### src/rtl/cv32e40p_tmr_pkg.sv
// ----------------------------------------------------------------------------
// cv32e40p_tmr_pkg : shared types and helpers for the TMR fault controller
// Rev 1.0
// ----------------------------------------------------------------------------
`default_nettype none

package cv32e40p_tmr_pkg;

  localparam int unsigned TMR_STATS_W = 16;

  typedef enum logic [1:0] {
    TMR_NORMAL = 2'd0,
    TMR_RESYNC = 2'd1,
    TMR_FATAL  = 2'd2
  } tmr_state_e;

  typedef enum logic [2:0] {
    CLS_ALL_EQ   = 3'd0,
    CLS_LONE1    = 3'd1,
    CLS_LONE2    = 3'd2,
    CLS_LONE3    = 3'd3,
    CLS_ALL_DIFF = 3'd4
  } tmr_class_e;

  typedef logic [1:0] tmr_idx_t;

  function automatic tmr_class_e tmr_classify(input logic eq12, input logic eq13,
                                              input logic eq23);
    tmr_class_e cls;
    if (eq12 && eq13)  cls = CLS_ALL_EQ;
    else if (eq12)     cls = CLS_LONE3;
    else if (eq13)     cls = CLS_LONE2;
    else if (eq23)     cls = CLS_LONE1;
    else               cls = CLS_ALL_DIFF;
    return cls;
  endfunction

endpackage

`default_nettype wire

### src/rtl/cv32e40p_tmr_mismatch_cnt.sv
// ----------------------------------------------------------------------------
// cv32e40p_tmr_mismatch_cnt : saturating counter with clear-over-increment priority
// Rev 1.0
// ----------------------------------------------------------------------------
`default_nettype none

module cv32e40p_tmr_mismatch_cnt
  import cv32e40p_tmr_pkg::*;
#(
  parameter int unsigned WIDTH = 3,
  parameter int unsigned MAX   = 4
) (
  input  logic             clk,
  input  logic             rst,
  input  logic             clr_i,
  input  logic             inc_i,
  output logic [WIDTH-1:0] cnt_o
);

  logic [WIDTH-1:0] cnt_q, cnt_d;

  always_comb begin
    cnt_d = cnt_q;
    if (clr_i) begin
      cnt_d = '0;
    end else if (inc_i && (cnt_q != WIDTH'(MAX))) begin
      cnt_d = cnt_q + 1'b1;
    end
  end

  always_ff @(posedge clk or posedge rst) begin
    if (rst) cnt_q <= '0;
    else     cnt_q <= cnt_d;
  end

  assign cnt_o = cnt_q;

endmodule

`default_nettype wire

### src/rtl/cv32e40p_tmr_fault_ctrl.sv
// ----------------------------------------------------------------------------
// cv32e40p_tmr_fault_ctrl : TMR voter with replica resync sequencing and fatal escalation.
// Optional per-replica mismatch statistics: define CV32E40P_TMR_STATS_EN.
// Rev 1.0
// ----------------------------------------------------------------------------
`default_nettype none

module cv32e40p_tmr_fault_ctrl
  import cv32e40p_tmr_pkg::*;
#(
  parameter int unsigned WIDTH          = 32,
  parameter int unsigned THRESH         = 4,
  parameter int unsigned RESYNC_TIMEOUT = 64
) (
  input  logic                          clk,
  input  logic                          rst,
  input  logic                          valid_i,
  input  logic [WIDTH-1:0]              res1_i,
  input  logic [WIDTH-1:0]              res2_i,
  input  logic [WIDTH-1:0]              res3_i,
  input  logic                          clr_i,
  output logic [WIDTH-1:0]              result_o,
  output logic                          result_valid_o,
  output logic [1:0]                    faulty_idx_o,
  output logic                          resync_req_o,
  input  logic                          resync_ack_i,
  output logic                          fatal_o,
  output logic [3:1][TMR_STATS_W-1:0]   mm_cnt_o
);

  localparam int unsigned CNT_W = $clog2(THRESH + 1);
  localparam int unsigned TMR_W = $clog2(RESYNC_TIMEOUT + 1);

  tmr_state_e             state_q, state_d;
  tmr_idx_t               idx_q, idx_d;
  logic [TMR_W-1:0]       timer_q, timer_d;
  logic [WIDTH-1:0]       result_q, w_vote;
  logic                   rvalid_q;
  tmr_class_e             w_cls;
  logic                   w_all_eq, w_all_diff, w_lone_any, w_norm, w_ack, w_second;
  logic [3:1]             w_lone, w_hit, w_idx_oh, w_cnt_inc, w_cnt_clr;
  logic [3:1][CNT_W-1:0]  w_cnt;

  assign w_cls      = tmr_classify(res1_i == res2_i, res1_i == res3_i, res2_i == res3_i);
  assign w_vote     = ((res1_i == res2_i) || (res1_i == res3_i)) ? res1_i : res2_i;
  assign w_all_eq   = valid_i && (w_cls == CLS_ALL_EQ);
  assign w_all_diff = valid_i && (w_cls == CLS_ALL_DIFF);
  assign w_lone     = {3{valid_i}} & {w_cls == CLS_LONE3, w_cls == CLS_LONE2, w_cls == CLS_LONE1};
  assign w_lone_any = |w_lone;
  assign w_norm     = (state_q == TMR_NORMAL) && !clr_i;
  assign w_ack      = (state_q == TMR_RESYNC) && resync_ack_i;
  assign w_idx_oh   = {idx_q == 2'd3, idx_q == 2'd2, idx_q == 2'd1};
  // Any disagreement not attributable to the replica already under resync.
  assign w_second   = w_all_diff || (|(w_lone & ~w_idx_oh));

  for (genvar k = 1; k <= 3; k++) begin : g_consec
    assign w_cnt_inc[k] = w_norm && w_lone[k];
    assign w_cnt_clr[k] = clr_i || w_ack ||
                          (w_norm && (w_all_eq || (w_lone_any && !w_lone[k])));
    assign w_hit[k]     = w_cnt_inc[k] && (w_cnt[k] == CNT_W'(THRESH - 1));

    cv32e40p_tmr_mismatch_cnt #(
      .WIDTH (CNT_W),
      .MAX   (THRESH)
    ) u_consec_cnt (
      .clk   (clk),
      .rst   (rst),
      .clr_i (w_cnt_clr[k]),
      .inc_i (w_cnt_inc[k]),
      .cnt_o (w_cnt[k])
    );
  end

`ifdef CV32E40P_TMR_STATS_EN
  for (genvar k = 1; k <= 3; k++) begin : g_stats
    logic w_inc;
    // On ALL_DIFF the vote follows replica 2, so replicas 1 and 3 disagree.
    assign w_inc = w_lone[k] || (w_all_diff && (k != 2));

    cv32e40p_tmr_mismatch_cnt #(
      .WIDTH (TMR_STATS_W),
      .MAX   ((1 << TMR_STATS_W) - 1)
    ) u_stats_cnt (
      .clk   (clk),
      .rst   (rst),
      .clr_i (1'b0),
      .inc_i (w_inc),
      .cnt_o (mm_cnt_o[k])
    );
  end
`else
  assign mm_cnt_o = '0;
`endif

  always_ff @(posedge clk or posedge rst) begin
    if (rst) begin
      state_q  <= TMR_NORMAL;
      idx_q    <= '0;
      timer_q  <= '0;
      result_q <= '0;
      rvalid_q <= 1'b0;
    end else begin
      state_q  <= state_d;
      idx_q    <= idx_d;
      timer_q  <= timer_d;
      rvalid_q <= valid_i;
      if (valid_i) result_q <= w_vote;
    end
  end

  always_comb begin
    state_d = state_q;
    idx_d   = idx_q;
    timer_d = timer_q;
    case (state_q)
      TMR_NORMAL: begin
        timer_d = '0;
        if (w_all_diff) begin
          state_d = TMR_FATAL;
        end else if (|w_hit) begin
          state_d = TMR_RESYNC;
          idx_d   = w_hit[1] ? 2'd1 : (w_hit[2] ? 2'd2 : 2'd3);
        end
      end
      TMR_RESYNC: begin
        if (resync_ack_i) begin
          state_d = TMR_NORMAL;
          idx_d   = '0;
          timer_d = '0;
        end else if (w_second || (timer_q == TMR_W'(RESYNC_TIMEOUT - 1))) begin
          state_d = TMR_FATAL;
        end else begin
          timer_d = timer_q + 1'b1;
        end
      end
      TMR_FATAL: begin
        state_d = TMR_FATAL;
      end
      default: begin
        state_d = TMR_NORMAL;
      end
    endcase
    if (clr_i) begin
      state_d = TMR_NORMAL;
      idx_d   = '0;
      timer_d = '0;
    end
  end

  always_comb begin
    result_o       = result_q;
    result_valid_o = rvalid_q && (state_q != TMR_FATAL);
    faulty_idx_o   = idx_q;
    resync_req_o   = (state_q == TMR_RESYNC);
    fatal_o        = (state_q == TMR_FATAL);
  end

endmodule

`default_nettype wire

### config.mk
export PLATFORM = sky130hd
export DESIGN_NAME = cv32e40p_tmr_fault_ctrl
export DESIGN_NICKNAME = d
export VERILOG_FILES = /design/src/rtl/cv32e40p_tmr_pkg.sv /design/src/rtl/cv32e40p_tmr_mismatch_cnt.sv /design/src/rtl/cv32e40p_tmr_fault_ctrl.sv
export SDC_FILE = /design/constraint.sdc
export NUM_CORES = 1
export LEC_CHECK = 0
export ABC_AREA = 1
export CORE_MARGIN = 4
export CORE_UTILIZATION = 30
export DETAILED_ROUTE_END_ITERATION = 7
export PLACE_DENSITY = 0.59
export RECOVER_POWER = 100
export SLEW_MARGIN = 25
export SYNTH_ARGS = -nofsm -noshare
export SYNTH_HDL_FRONTEND = slang
export SYNTH_SLANG_ARGS = --single-unit
### constraint.sdc
create_clock -name clk -period 2.3 [get_ports clk]
set_clock_uncertainty 0.2 [all_clocks]
set_input_delay 0.46 -clock clk [delete_from_list [all_inputs] [get_ports clk]]
set_output_delay 0.46 -clock clk [all_outputs]
set_load 0.01 [all_outputs]
* Word-level counts from Yosys, hierarchy flattened
Cells that the tools add are included.
W data, S select, Z words.
** Storage, ports and cells
- Word-level logic and storage cells :: 116
- Bits in registers :: 53
- Output and inout port bits :: 85
** Cells by class
- Equal/unequal tests :: 26
- Reduce and logical (&&, ||, !) cells :: 47
- Add/sub/neg operators :: 4
- Mux-type cells :: 28
- Bitwise logic cells :: 3
** Operators by type and width (count)
- $eq A32 B32 Y1 :: 3
- $mux W32 :: 1
- $mux W3 :: 10
- $logic_and A1 B1 Y1 :: 21
- $mux W7 :: 3
- $mux W2 :: 10
- $eq A3 B2 Y1 const B :: 5
- $pmux W7 S2 :: 1
- $ne A3 B3 Y1 const B :: 4
- $logic_or A1 B1 Y1 :: 10
- $add A3 B1 Y3 const B :: 3
- $reduce_or A3 Y1 :: 3
- $add A7 B1 Y7 const B :: 1
- $eq A7 B6 Y1 const B :: 1
- $and A3 B3 Y3 :: 2
- $eq A2 B2 Y1 const B :: 3
- $ne A3 B2 Y1 const B :: 2
- $pmux W2 S3 :: 1
- $reduce_bool A2 Y1 :: 3
- $eq A2 B1 Y1 const B :: 2
- $logic_not A1 Y1 :: 4
- $ne A4 B2 Y1 const B :: 1
- $ne A4 B3 Y1 const B :: 1
- $ne A4 B4 Y1 const B :: 1
- 11 further kinds :: 12

* Longest topological paths before layout
- Word-level depth :: 15
- Gate-level depth with buffers :: 20
- Mapped depth without buffers :: 20

* Hierarchy
From an unflattened synthesis, not the netlist that was laid out.
** Unflattened totals
- Cell total of the unflattened synthesis :: 813
- Area total of the unflattened synthesis :: 5081.1 sq um
** Modules (own cells, without submodules)
- cv32e40p_tmr_fault_ctrl :: times used 1, cells an instance 735, area an instance 4503.1 sq um
- cv32e40p_tmr_mismatch_cnt :: times used 3, cells an instance 26, area an instance 192.7 sq um

* Worst setup path after synthesis
OpenSTA, ideal clock, no wires.
- Kind :: input to register
- Start point :: input port res3_i[21]
- End point :: register timer_q[3]
- Stages on the path :: 17
- Data arrival time :: 2194 ps
- Setup slack :: -160 ps
- Required time :: 2035 ps
- Library setup time :: 65 ps
- Cell sequence :: inv_1 > nand2_1 > nand2_1 > nor2_1 > nand2_1 > nor2_2 > nand2_2 > nor2_4 > inv_1 > ha_1 > nand2_1 > a21oi_1 > nor3_1 > nand4_4 > nand2_4 > nand2_1 > nand2_1
** Between the ends
- Word-level cells in the longest chain between the ends :: 13
- Elaborated cells between the ends (all ways) :: 19
- Those cells by class :: 7 x eq/ne; 4 x mux; 2 x bitwise; 6 x reduce/logical
** RTL lines
- from (decl) :: line cv32e40p_tmr_fault_ctrl.sv:20 : input logic [WIDTH-1:0] res3_i,
- $eq A32 B32 Y1 :: line cv32e40p_tmr_fault_ctrl.sv:44 : assign w_cls = tmr_classify(res1_i == res2_i, res1_i == res3_i, res2_i == res3_i);
- $mux W3 :: line cv32e40p_tmr_pkg.sv:33 : else if (eq23) cls = CLS_LONE1;
- $mux W3 :: line cv32e40p_tmr_pkg.sv:32 : else if (eq13) cls = CLS_LONE2;
- $mux W3 :: line cv32e40p_tmr_pkg.sv:31 : else if (eq12) cls = CLS_LONE3;
- $mux W3 * :: line cv32e40p_tmr_pkg.sv:30 : if (eq12 && eq13) cls = CLS_ALL_EQ;
- $eq A3 B1 Y1 / $eq A3 B2 Y1 (equally long branches) :: line cv32e40p_tmr_fault_ctrl.sv:48 : assign w_lone = {3{valid_i}} & {w_cls == CLS_LONE3, w_cls == CLS_LONE2, w_cls == CLS_LONE1};
- $and A3 B3 Y3 :: line cv32e40p_tmr_fault_ctrl.sv:48
- $and A3 B3 Y3 :: line cv32e40p_tmr_fault_ctrl.sv:54 : assign w_second = w_all_diff || (|(w_lone & ~w_idx_oh));
- $reduce_or A3 Y1 :: line cv32e40p_tmr_fault_ctrl.sv:54
- $logic_or A1 B1 Y1 * :: line cv32e40p_tmr_fault_ctrl.sv:54
- $logic_or A1 B1 Y1 * :: line cv32e40p_tmr_fault_ctrl.sv:130 : end else if (w_second || (timer_q == TMR_W'(RESYNC_TIMEOUT - 1))) begin
- $ne A4 B4 Y1 (no source line) *
- $reduce_and A2 Y1 (no source line) *
- to (signal assigned) :: line cv32e40p_tmr_fault_ctrl.sv:105 : timer_q <= timer_d;
- to (decl) :: line cv32e40p_tmr_fault_ctrl.sv:36 : logic [TMR_W-1:0] timer_q, timer_d;
Every way passes the cells marked *; elsewhere a longest branch is shown, timed or not.
A chain may end at the register's enable or synchronous reset.

* Worst setup path after layout
- Start point :: input port res1_i[22]
- End point :: register timer_q[3]
** Between the ends
- Word-level cells in the longest chain between the ends :: 12
- Elaborated cells between the ends (all ways) :: 18
- Those cells by class :: 7 x eq/ne; 3 x mux; 2 x bitwise; 6 x reduce/logical
** RTL lines
- from (decl) :: line cv32e40p_tmr_fault_ctrl.sv:18 : input logic [WIDTH-1:0] res1_i,
- $eq A32 B32 Y1 :: line cv32e40p_tmr_fault_ctrl.sv:44
- $mux W3 :: line cv32e40p_tmr_pkg.sv:32
- $mux W3 :: line cv32e40p_tmr_pkg.sv:31
- $mux W3 * :: line cv32e40p_tmr_pkg.sv:30
- $eq A3 B1 Y1 / $eq A3 B2 Y1 (equally long branches) :: line cv32e40p_tmr_fault_ctrl.sv:48
- $and A3 B3 Y3 :: line cv32e40p_tmr_fault_ctrl.sv:48
- $and A3 B3 Y3 :: line cv32e40p_tmr_fault_ctrl.sv:54
- $reduce_or A3 Y1 :: line cv32e40p_tmr_fault_ctrl.sv:54
- $logic_or A1 B1 Y1 * :: line cv32e40p_tmr_fault_ctrl.sv:54
- $logic_or A1 B1 Y1 * :: line cv32e40p_tmr_fault_ctrl.sv:130
- $ne A4 B4 Y1 (no source line) *
- $reduce_and A2 Y1 (no source line) *
Marks and branches as above.

==> flow_metrics.tcl <==
set metrics [dict create \
    yosysMostFrequentCell "nand2_1" \
    wire_per_inst_um 12.5 \
    core_um2 15400 \
    gr-total-overflow 0 \
    synth-main-ff-cell "dfrtp_1" \
    synth_cell_types 30 \
    start_util_pct 31.0 \
    hold_class "in2reg" \
    nets 1070 \
    grt_pass1_wl_um 22600 \
    synth_commonest_cells "253 x nand2_1, 109 x nor2_1, 76 x inv_1" \
    dp_cells 1152 \
    num_vias 4869 \
    worstSetupPathType "in2reg" \
    chipHeight_um 134 \
    grt_use_total_pct 15.6 \
    setup_viol_count_final 18 \
    drive_gt1_share_pct 28.7 \
    drv_slew 0 \
    cts_tree "done" \
    finalCritPeriodShare_pct 105 \
    htree_levels 2 \
    clock_sinks 53 \
    synth_top_area_share_pct 27.7 \
    timing.fmax_mhz 415 \
    ir_drop_mv 0.265 \
    placementRows 45 \
    clockBufferDepth 2 \
    die-area_um2 18000 \
    dp_hpwl_um 11100 \
    cp.arrival_ps 2450 \
    cts_root_buffer "clkbuf_16" \
    ys_top_cells_by_area "dfrtp_1 28%, nand2_1 20%, xnor2_1 8.6%" \
    slew_headroom_pct 11.1 \
    pin_count 186 \
    async_reset_ff_share_pct 100 \
    power_density_nw_per_um2 386 \
    io_buffers 137 \
    ys_ff_latch 53 \
    startpoint_type "primary input" \
    antenna_found_initial 0 \
    yosys_warnings 0 \
    cts_buffers 5 \
    violations "setup timing" \
    seq_area_frac_synth_pct 27.7 \
    fin_cells 1167 \
    die_width_um 134 \
    drv_cap 0 \
    clkTransAtPathRegs_ps 70 \
    drc 0 \
    drtIter0Drc 203 \
    gp_congestion 0.816 \
    fill_cells 1700 \
    cp_max_fo 8 \
    syn_inst 737 \
    p_leak_nw 3.58 \
    syn-cell-area_um2 4780 \
    worst_slew_pin_slew_ps 1330 \
    min_period_ps 2410 \
    vias_per_cell 4.17 \
    rsz0062_at_grt "yes" \
    status "finished, violations left" \
    postCtsHoldBufs 0 \
    firstDrtPassIters 4 \
    syn_avg_cell_area_um2 6.49 \
    grt_start_max_net_pins 54 \
    insertion_delay_ps 300 \
    synth_edf_count 0 \
    total_power_w 0.00267 \
    yosysTopAreaCell "dfrtp_1" \
    crit_path_end_kind "flop" \
    area_growth_pct 44.4 \
    wl_um 14600 \
    grt_pass1_vias 4625 \
    hold_violations 0 \
    ant_nets 0 \
    fin_ws_ps -110 \
    required_ps 2340 \
]
power by group:
group	leakage, nW	switching, W	internal [W]	total [W]
logic	2.87	0.000439	0.000407	0.000846
clock network	0.0700	0.000363	0.000430	0.000793
registers	0.642	0.0000412	0.000989	0.00103
total	3.58	0.000843	0.00183	0.00267
flip-flops by register name, summed over array words and instances, names as in the netlist:
signal / cells
faulty_idx_o: 2
timer_q: 7
rvalid_q: 1
g_consec.u_consec_cnt.cnt_o: 9
result_o: 32
state_q: 2
per-stage QoR:
stage	cell area [µm²]	setup WS [ps]	setup TNS, ps	hold slack, ps	utilization [%]
after global routing	6900	-277	-4650	230	44.7
after floorplan	4980	-110	-1250	276	-
after global placement	6860	-888	-33380	289	44.5
final	6910	-110	-988	212	44.8
after CTS	7060	-152	-2290	229	45.8
after detailed placement	6860	-911	-34070	306	44.5
cells by family after synthesis:
logic type / after synthesis / share of synthesized area (%)
AND/OR/NAND/NOR: 407 / 35.0
buffers and inverters: 146 / 15.2
XOR/XNOR: 64 / 11.7
flip-flops: 53 / 27.7
AO/OA/AOI/OAI: 52 / 6.57
adder cells (fa/ha/maj): 14 / 3.66
other: 1 / 0.0784
final cells by class:
cell class / count / area (µm²) / area share [%]
multi-input combinational: 585 / 3190 / 46.1
timing repair buffer: 227 / 1670 / 24.2
sequential: 53 / 1330 / 19.2
inverter: 83 / 312 / 4.51
tap: 211 / 264 / 3.82
clock buffer: 7 / 143 / 2.07
antenna: 1 / 2.50 / 0.0362
what timing repair did:
item / CTS / global route
pin swaps: 72 / 77
gates resized for setup: 272 / 136
setup endpoints to repair: 52 / 29
buffers inserted: 7 / 0
layout by cell type (no fill, tap or decap), types with 3 or more instances in the layout:
cell type and instances:
clkdlybuf4s50_1 6, dfrtp_1 53, nand2_2 12, nor2_2 17, xnor2_1 40, nand2_1 241, clkbuf_16 5, clkdlybuf4s15_2 3
nor4_1 4, conb_1 48, nand2_4 5, nor2_1 90, ha_4 3, o21ai_0 5, xnor2_2 7, buf_6 7
inv_1 66, clkbuf_2 48, nand3_1 14, inv_2 17, buf_4 86, buf_12 3, clkdlybuf4s15_1 3, nand4_1 3
a21oi_1 8, buf_2 36, a31oi_1 30, a21oi_2 4, xor2_1 17, dlygate4sd3_1 34, nor2_4 8, ha_1 11
layer usage:
metal / global-route usage, % / vias to the layer above / share of wire, % / wire length [µm]
met5: 0 / - / 0 / 0
li1: - / 2594 / - / -
met1: 19.9 / 2158 / 44 / 6410
met3: 4.46 / 8 / 6.4 / 938
met4: 2.49 / 0 / 0.70 / 102
met2: 26.6 / 109 / 49 / 7120
path summary, 6_finish.rpt:
path | from | to | slack, ps | depth (start not counted)
setup / recovery | res1_i[22] | timer_q[3] | -110 | 18
min in group asynchronous | rst | result_o[6] | 870 | 3
hold / removal | res1_i[2] | result_o[2] | 210 | 3
setup reg to reg | timer_q[0] | timer_q[1] | 280 | 11
hold reg to reg | result_o[1] | result_o[1] | 310 | 2
max in group asynchronous | rst | result_o[25] | 230 | 3
worst max-delay path: stages:
cell	delay [ps]
buf_2	130
xor2_1	160
nor2_1	110
nand2_1	100
nor2_1	140
nand2_2	80
nor2_4	110
inv_2	70
ha_4	260
inv_2	30
nand2_2	70
nor2_4	40
buf_12	140
o211ai_4	100
nand4_4	200
nand2_4	140
nand2_1	50
nand2_1	60
(Power assumes the default switching activity.)
